File: src/rtl/lcd_pkg.sv
// Shared types and constants for the HD44780-style LCD write controller.
package lcd_pkg;

  typedef enum logic [2:0] {
    PWRUP,
    INIT_LOAD,
    SETUP,
    PULSE,
    HOLD,
    IDLE
  } lcd_state_t;

  localparam logic [7:0] CMD_CLEAR   = 8'h01;
  localparam logic [7:0] CMD_HOME    = 8'h02;
  localparam logic [7:0] CMD_ENTRY   = 8'h06;
  localparam logic [7:0] CMD_FUNC_2L = 8'h38;
  localparam logic [7:0] CMD_FUNC_1L = 8'h30;

  localparam int unsigned INIT_LEN = 4;

  function automatic int unsigned max2(input int unsigned a, input int unsigned b);
    return (a > b) ? a : b;
  endfunction

  function automatic logic [7:0] init_byte(input logic [2:0] idx, input logic two_line,
                                           input logic [7:0] disp_ctrl);
    case (idx)
      3'd0:    init_byte = two_line ? CMD_FUNC_2L : CMD_FUNC_1L;
      3'd1:    init_byte = disp_ctrl;
      3'd2:    init_byte = CMD_ENTRY;
      default: init_byte = CMD_CLEAR;
    endcase
  endfunction

endpackage

File: src/rtl/lcd_cycle_timer.sv
// Loadable down-counter; done is high while the count sits at zero.
module lcd_cycle_timer #(
  parameter int unsigned W = 8
) (
  input  logic         clk,
  input  logic         rst_n,
  input  logic         load,
  input  logic [W-1:0] load_val,
  output logic         done
);

  logic [W-1:0] count;

  always_ff @(posedge clk or negedge rst_n) begin
    if (!rst_n) begin
      count <= '0;
    end else if (load) begin
      count <= load_val;
    end else if (count != '0) begin
      count <= count - 1'b1;
    end
  end

  assign done = (count == '0);

endmodule

File: src/rtl/lcd_ctrl.sv
// LCD write controller: power-up wait, fixed init sequence, then user writes
// each framed as SETUP / enable PULSE / HOLD.
module lcd_ctrl
  import lcd_pkg::*;
#(
  parameter int unsigned POWERUP_CYC    = 750000,
  parameter int unsigned EN_PULSE_CYC   = 25,
  parameter int unsigned CMD_WAIT_CYC   = 2500,
  parameter int unsigned CLEAR_WAIT_CYC = 82000,
  parameter bit          TWO_LINE       = 1'b1,
  parameter logic [7:0]  DISP_CTRL      = 8'h0C
) (
  input  logic       clk,
  input  logic       rst_n,
  input  logic       req_valid,
  output logic       req_ready,
  input  logic       req_rs,
  input  logic [7:0] req_data,
  output logic       init_done,
  output logic       busy,
  output logic       lcd_rs,
  output logic       lcd_rw,
  output logic       lcd_en,
  output logic [7:0] lcd_data
);

  localparam int unsigned CW = $clog2(max2(max2(POWERUP_CYC, EN_PULSE_CYC),
                                           max2(CMD_WAIT_CYC, CLEAR_WAIT_CYC))) + 1;
  localparam logic [CW-1:0] PWR_LD   = CW'(POWERUP_CYC - 1);
  localparam logic [CW-1:0] PULSE_LD = CW'(EN_PULSE_CYC - 1);
  localparam logic [CW-1:0] CMD_LD   = CW'(CMD_WAIT_CYC - 1);
  localparam logic [CW-1:0] CLR_LD   = CW'(CLEAR_WAIT_CYC - 1);
  localparam logic [2:0]    INIT_LAST = 3'(INIT_LEN);

  lcd_state_t    state;
  logic [2:0]    idx;
  logic          armed;
  logic          tmr_load;
  logic [CW-1:0] tmr_val;
  logic          tmr_done;
  logic          long_wait;

  assign long_wait = !lcd_rs && (lcd_data == CMD_CLEAR || lcd_data == CMD_HOME);

  // The counter is zero out of reset, so PWRUP spends one arming cycle loading it.
  always_comb begin
    tmr_load = 1'b0;
    tmr_val  = '0;
    unique case (state)
      PWRUP: begin
        if (!armed) begin
          tmr_load = 1'b1;
          tmr_val  = PWR_LD;
        end
      end
      SETUP: begin
        tmr_load = 1'b1;
        tmr_val  = PULSE_LD;
      end
      PULSE: begin
        if (tmr_done) begin
          tmr_load = 1'b1;
          tmr_val  = long_wait ? CLR_LD : CMD_LD;
        end
      end
      default: ;
    endcase
  end

  lcd_cycle_timer #(.W(CW)) u_timer (
    .clk      (clk),
    .rst_n    (rst_n),
    .load     (tmr_load),
    .load_val (tmr_val),
    .done     (tmr_done)
  );

  always_ff @(posedge clk or negedge rst_n) begin
    if (!rst_n) begin
      state     <= PWRUP;
      armed     <= 1'b0;
      idx       <= '0;
      init_done <= 1'b0;
      lcd_rs    <= 1'b0;
      lcd_en    <= 1'b0;
      lcd_data  <= '0;
    end else begin
      unique case (state)
        PWRUP: begin
          if (!armed) armed <= 1'b1;
          else if (tmr_done) state <= INIT_LOAD;
        end
        INIT_LOAD: begin
          lcd_rs   <= 1'b0;
          lcd_data <= init_byte(idx, TWO_LINE, DISP_CTRL);
          idx      <= idx + 3'd1;
          state    <= SETUP;
        end
        SETUP: begin
          lcd_en <= 1'b1;
          state  <= PULSE;
        end
        PULSE: begin
          if (tmr_done) begin
            lcd_en <= 1'b0;
            state  <= HOLD;
          end
        end
        HOLD: begin
          if (tmr_done) begin
            if (init_done) begin
              state <= IDLE;
            end else if (idx == INIT_LAST) begin
              state     <= IDLE;
              init_done <= 1'b1;
            end else begin
              state <= INIT_LOAD;
            end
          end
        end
        IDLE: begin
          if (req_valid && init_done) begin
            lcd_rs   <= req_rs;
            lcd_data <= req_data;
            state    <= SETUP;
          end
        end
        default: state <= PWRUP;
      endcase
    end
  end

  assign req_ready = (state == IDLE) && init_done;
  assign busy      = (state != IDLE);
  assign lcd_rw    = 1'b0;

endmodule

File: config.mk
export PLATFORM = sky130hd
export DESIGN_NAME = lcd_ctrl
export DESIGN_NICKNAME = d
export VERILOG_FILES = /design/src/rtl/lcd_pkg.sv /design/src/rtl/lcd_cycle_timer.sv /design/src/rtl/lcd_ctrl.sv
export SDC_FILE = /design/constraint.sdc
export NUM_CORES = 1
export LEC_CHECK = 0
export BUFFER_PORTS_ARGS = -buffer_cell sky130_fd_sc_hd__buf_2
export CORE_ASPECT_RATIO = 1.5
export CORE_UTILIZATION = 55
export CTS_BUF_LIST = sky130_fd_sc_hd__clkbuf_8
export DETAILED_ROUTE_END_ITERATION = 16
export PLACE_DENSITY = 0.76
export SETUP_SLACK_MARGIN = 0.4
export SYNTH_ARGS = -nofsm -noshare
export SYNTH_HDL_FRONTEND = slang
export SYNTH_SLANG_ARGS = --single-unit
File: constraint.sdc
create_clock -name clk -period 5.9 [get_ports clk]
set_input_delay 0.885 -clock clk [delete_from_list [all_inputs] [get_ports clk]]
set_output_delay 0.885 -clock clk [all_outputs]
set_load 0.005 [all_outputs]
==> out/metrics.cfg <==
[yosys]
synthFlopType = dfrtp_1
synth_cell_types = 48
synthCells = 235
synthesis.area_um2 = 2190
ys_seq_elements = 39
synth_edf_count = 0
ys_seq_area_frac = 0.446
syn_nets = 252
async_flop_share = 1.00
synth.avg_cell_area_um2 = 9.31
yosysWarnings = 0

[global_route]
grt_start_max_net_pins = 40
grt_overflow = 0
grt_pass1_vias = 1836
antenna_found_initial = 0
grt_use_total = 0.273
grt_pass1_wl_um = 8320

[clocking]
htree_levels = 2
clkSlewWorstSetupHoldPaths_ns = 0.07
cts_made_buffers = 5
clock_sinks = 39
clock_path_buffers = 2
cts_root_buffer = clkbuf_8
clk_latency_ns = 0.29
tritoncts = done
cts_resized = 0
ctsHoldBuffers = 0
postCtsSetupRepairBufs = 0

[routing]
drt.antenna.violating_nets = 0
drt_first_pass_iters = 4
vias_per_cell = 6.28
drt-total-wl_um = 5000
vias = 1883
drtIter0Drc = 72
drc = 0
avgRoutedWirePerCell_um = 16.7

[sta]
slew_violations = 0
worst_slack_ns = 3.15
slew_headroom = 0.354
finalSetupViolations = 0
period_minus_slack_ns = 2.75
fmax_mhz = 364
fin_crit_sh = 0.466
finClkSkew_ns = 0.00673
fin_tns_setup_ns = 0
finalHoldViolations = 0
tightest_slew_ns = 0.961
rsz0062_at_grt = no

[worst_setup_path]
required_ns = 6.11
start_kind = register
worstPathMaxFanout = 8
worst_setup_path_end_kind = register
crit_type = register to register
cp_data_arrival_time_ns = 2.95
rrSetupSlack_ns = 3.15

[flow_run]
cap_violations = 0

[placed_design]
gp_congestion = 0.912
hpwlAfterDp_um = 3620
port_buffers = 24
pre_cts_ws_ns = 3.21

[status]
status = finished clean

[die]
die_y_um = 79.2
start_util = 0.583
fp-row-count = 27
dieArea_um2 = 4240
io_pins = 26
design.core.area_um2 = 3750
die_w_um = 53.5

[power_and_ir_drop]
power_density_nw_per_um2 = 187
ir_worst_vdd_uv = 153
p_switching_w = 0.0000975
sw_frac_of_total = 0.218
share_comb_of_total_power = 0.019
clkPwrFrac = 0.383
power.internal_w = 0.000349
leakagePower_nw = 1.07
seq_power_share = 0.598

[final_layout]
drive_above_1_share = 0.148
diodes = 0
finish.net_count = 273
fillCellCount = 340
areaGrowthSynthToFinish_pct = 9.38
seq_area_um2 = 976
multiInputGateArea_um2 = 1140

[worst_hold_path]
hp-class = register to register

## cell usage in the layout (no fill, tap or decap), types with 4 or more instances in the layout
cell / count
dfrtp_1: 39
buf_2: 24
o21ai_0: 17
nor2_1: 16
nor3_1: 15
nand2_1: 14
a21oi_1: 12
xnor2_1: 12
nand3_1: 10
nor4_1: 9
inv_1: 8
or4_1: 5
ha_1: 5
clkbuf_8: 5
nand2b_1: 4
a31oi_1: 4
o21ai_1: 4
a21o_1: 4
## registers in the layout (all words and copies together), names as in the netlist
name	count
armed	1
idx	3
init_done	1
lcd_data	8
lcd_en	1
lcd_rs	1
state	3
u_timer.count	21
## synth_stat cells (2+ instances only)
master,instances,area share
xor2_1,3,0.012
nor2b_1,3,0.0086
nand3_1,10,0.023
nand4_1,2,0.0057
a21oi_1,12,0.027
and2_1,2,0.0057
nor4_1,10,0.029
nor3b_1,3,0.010
o211ai_1,3,0.010
buf_6,2,0.010
ha_1,5,0.029
xnor2_1,12,0.048
or4_1,5,0.017
a31oi_1,4,0.011
nand2_1,14,0.024
o31ai_1,3,0.010
a21o_1,4,0.014
dfrtp_1,39,0.45
or3_1,3,0.0086
or4_4,2,0.010
a22o_1,3,0.012
clkbuf_1,6,0.010
and3_1,2,0.0057
mux2i_1,3,0.014
nor3_1,15,0.034
o21ai_0,17,0.039
inv_1,6,0.010
nand2b_1,4,0.011
o21ai_1,4,0.0092
nor2_1,16,0.027
## layout make-up
| type | count | share of cell area |
|---|---|---|
| flip-flops and latches | 39 | 0.408 |
| multi-input cells | 180 | 0.476 |
| inverters | 6 | 0.00941 |
| clock inverters | 3 | 0.00523 |
| clock buffers | 5 | 0.0288 |
| well taps | 43 | 0.0225 |
| repair buffers | 24 | 0.0502 |
## layer usage
metal	GRT usage	wire, um	vias to the layer above
met5	0	0	-
met4	0.145	163	0
met3	0.0421	215	14
met2	0.456	2590	59
met1	0.323	2030	903
li1	-	-	907
## power by group through the flow
stage,combinational (W),clock [W],sequential (W)
floorplan,0.000000667,0,0.000272
global placement,0.00000892,0,0.000272
detailed placement,0.00000919,0,0.000272
CTS,0.00000917,0.000174,0.000267
global route,0.0000104,0.000185,0.000267
finish,0.00000869,0.000171,0.000267
## path summary, 6_finish.rpt
path	cells past startpoint	to	from
worst max register to register	7	u_timer.count[0]$_DFFE_PN0P_	u_timer.count[0]$_DFFE_PN0P_
worst min-delay path	1	lcd_en$_DFFE_PN0P_	lcd_en$_DFFE_PN0P_
max in group asynchronous	1	u_timer.count[16]$_DFFE_PN0P_	rst_n
worst max-delay path	7	u_timer.count[0]$_DFFE_PN0P_	u_timer.count[0]$_DFFE_PN0P_
worst min register to register	1	lcd_en$_DFFE_PN0P_	lcd_en$_DFFE_PN0P_
min in group asynchronous	1	armed$_DFFE_PN0P_	rst_n
## stage by stage
stage	instance area [um^2]	std cells	power (W)	utilization	hold WS, ns
after floorplan	2190	235	0.000273	-	0.456
after global placement	2310	292	0.000281	0.616	0.457
after detailed placement	2310	292	0.000282	0.616	0.461
after CTS	2390	300	0.000450	0.638	0.478
after global routing	2390	300	0.000462	0.638	0.488
final	2390	300	0.000447	0.638	0.473
## logic make-up (layout without fill, tap and decap cells)
| group | count (synthesis) | count (layout) | synth area share |
|---|---|---|---|
| DFF | 39 | 39 | 0.446 |
| and+or+nand+nor | 94 | 94 | 0.232 |
| AOI/OAI and AO/OA | 61 | 61 | 0.176 |
| buffers and inverters | 16 | 38 | 0.0360 |
| xor gates and xnor gates | 15 | 15 | 0.0601 |
| muxes | 4 | 4 | 0.0189 |
| adders and majority gates | 5 | 5 | 0.0286 |
| other | 1 | 1 | 0.00171 |
## critical path: stages, from the launching register on
cell     delay, ns
dfrtp_1       0.42
inv_1         0.09
ha_1          0.19
nor3b_1       0.47
nand2_1       0.28
nor4_1        0.79
o22ai_1       0.20
o21ai_0       0.21
No activity file was read; power rests on OpenSTA's default activity.
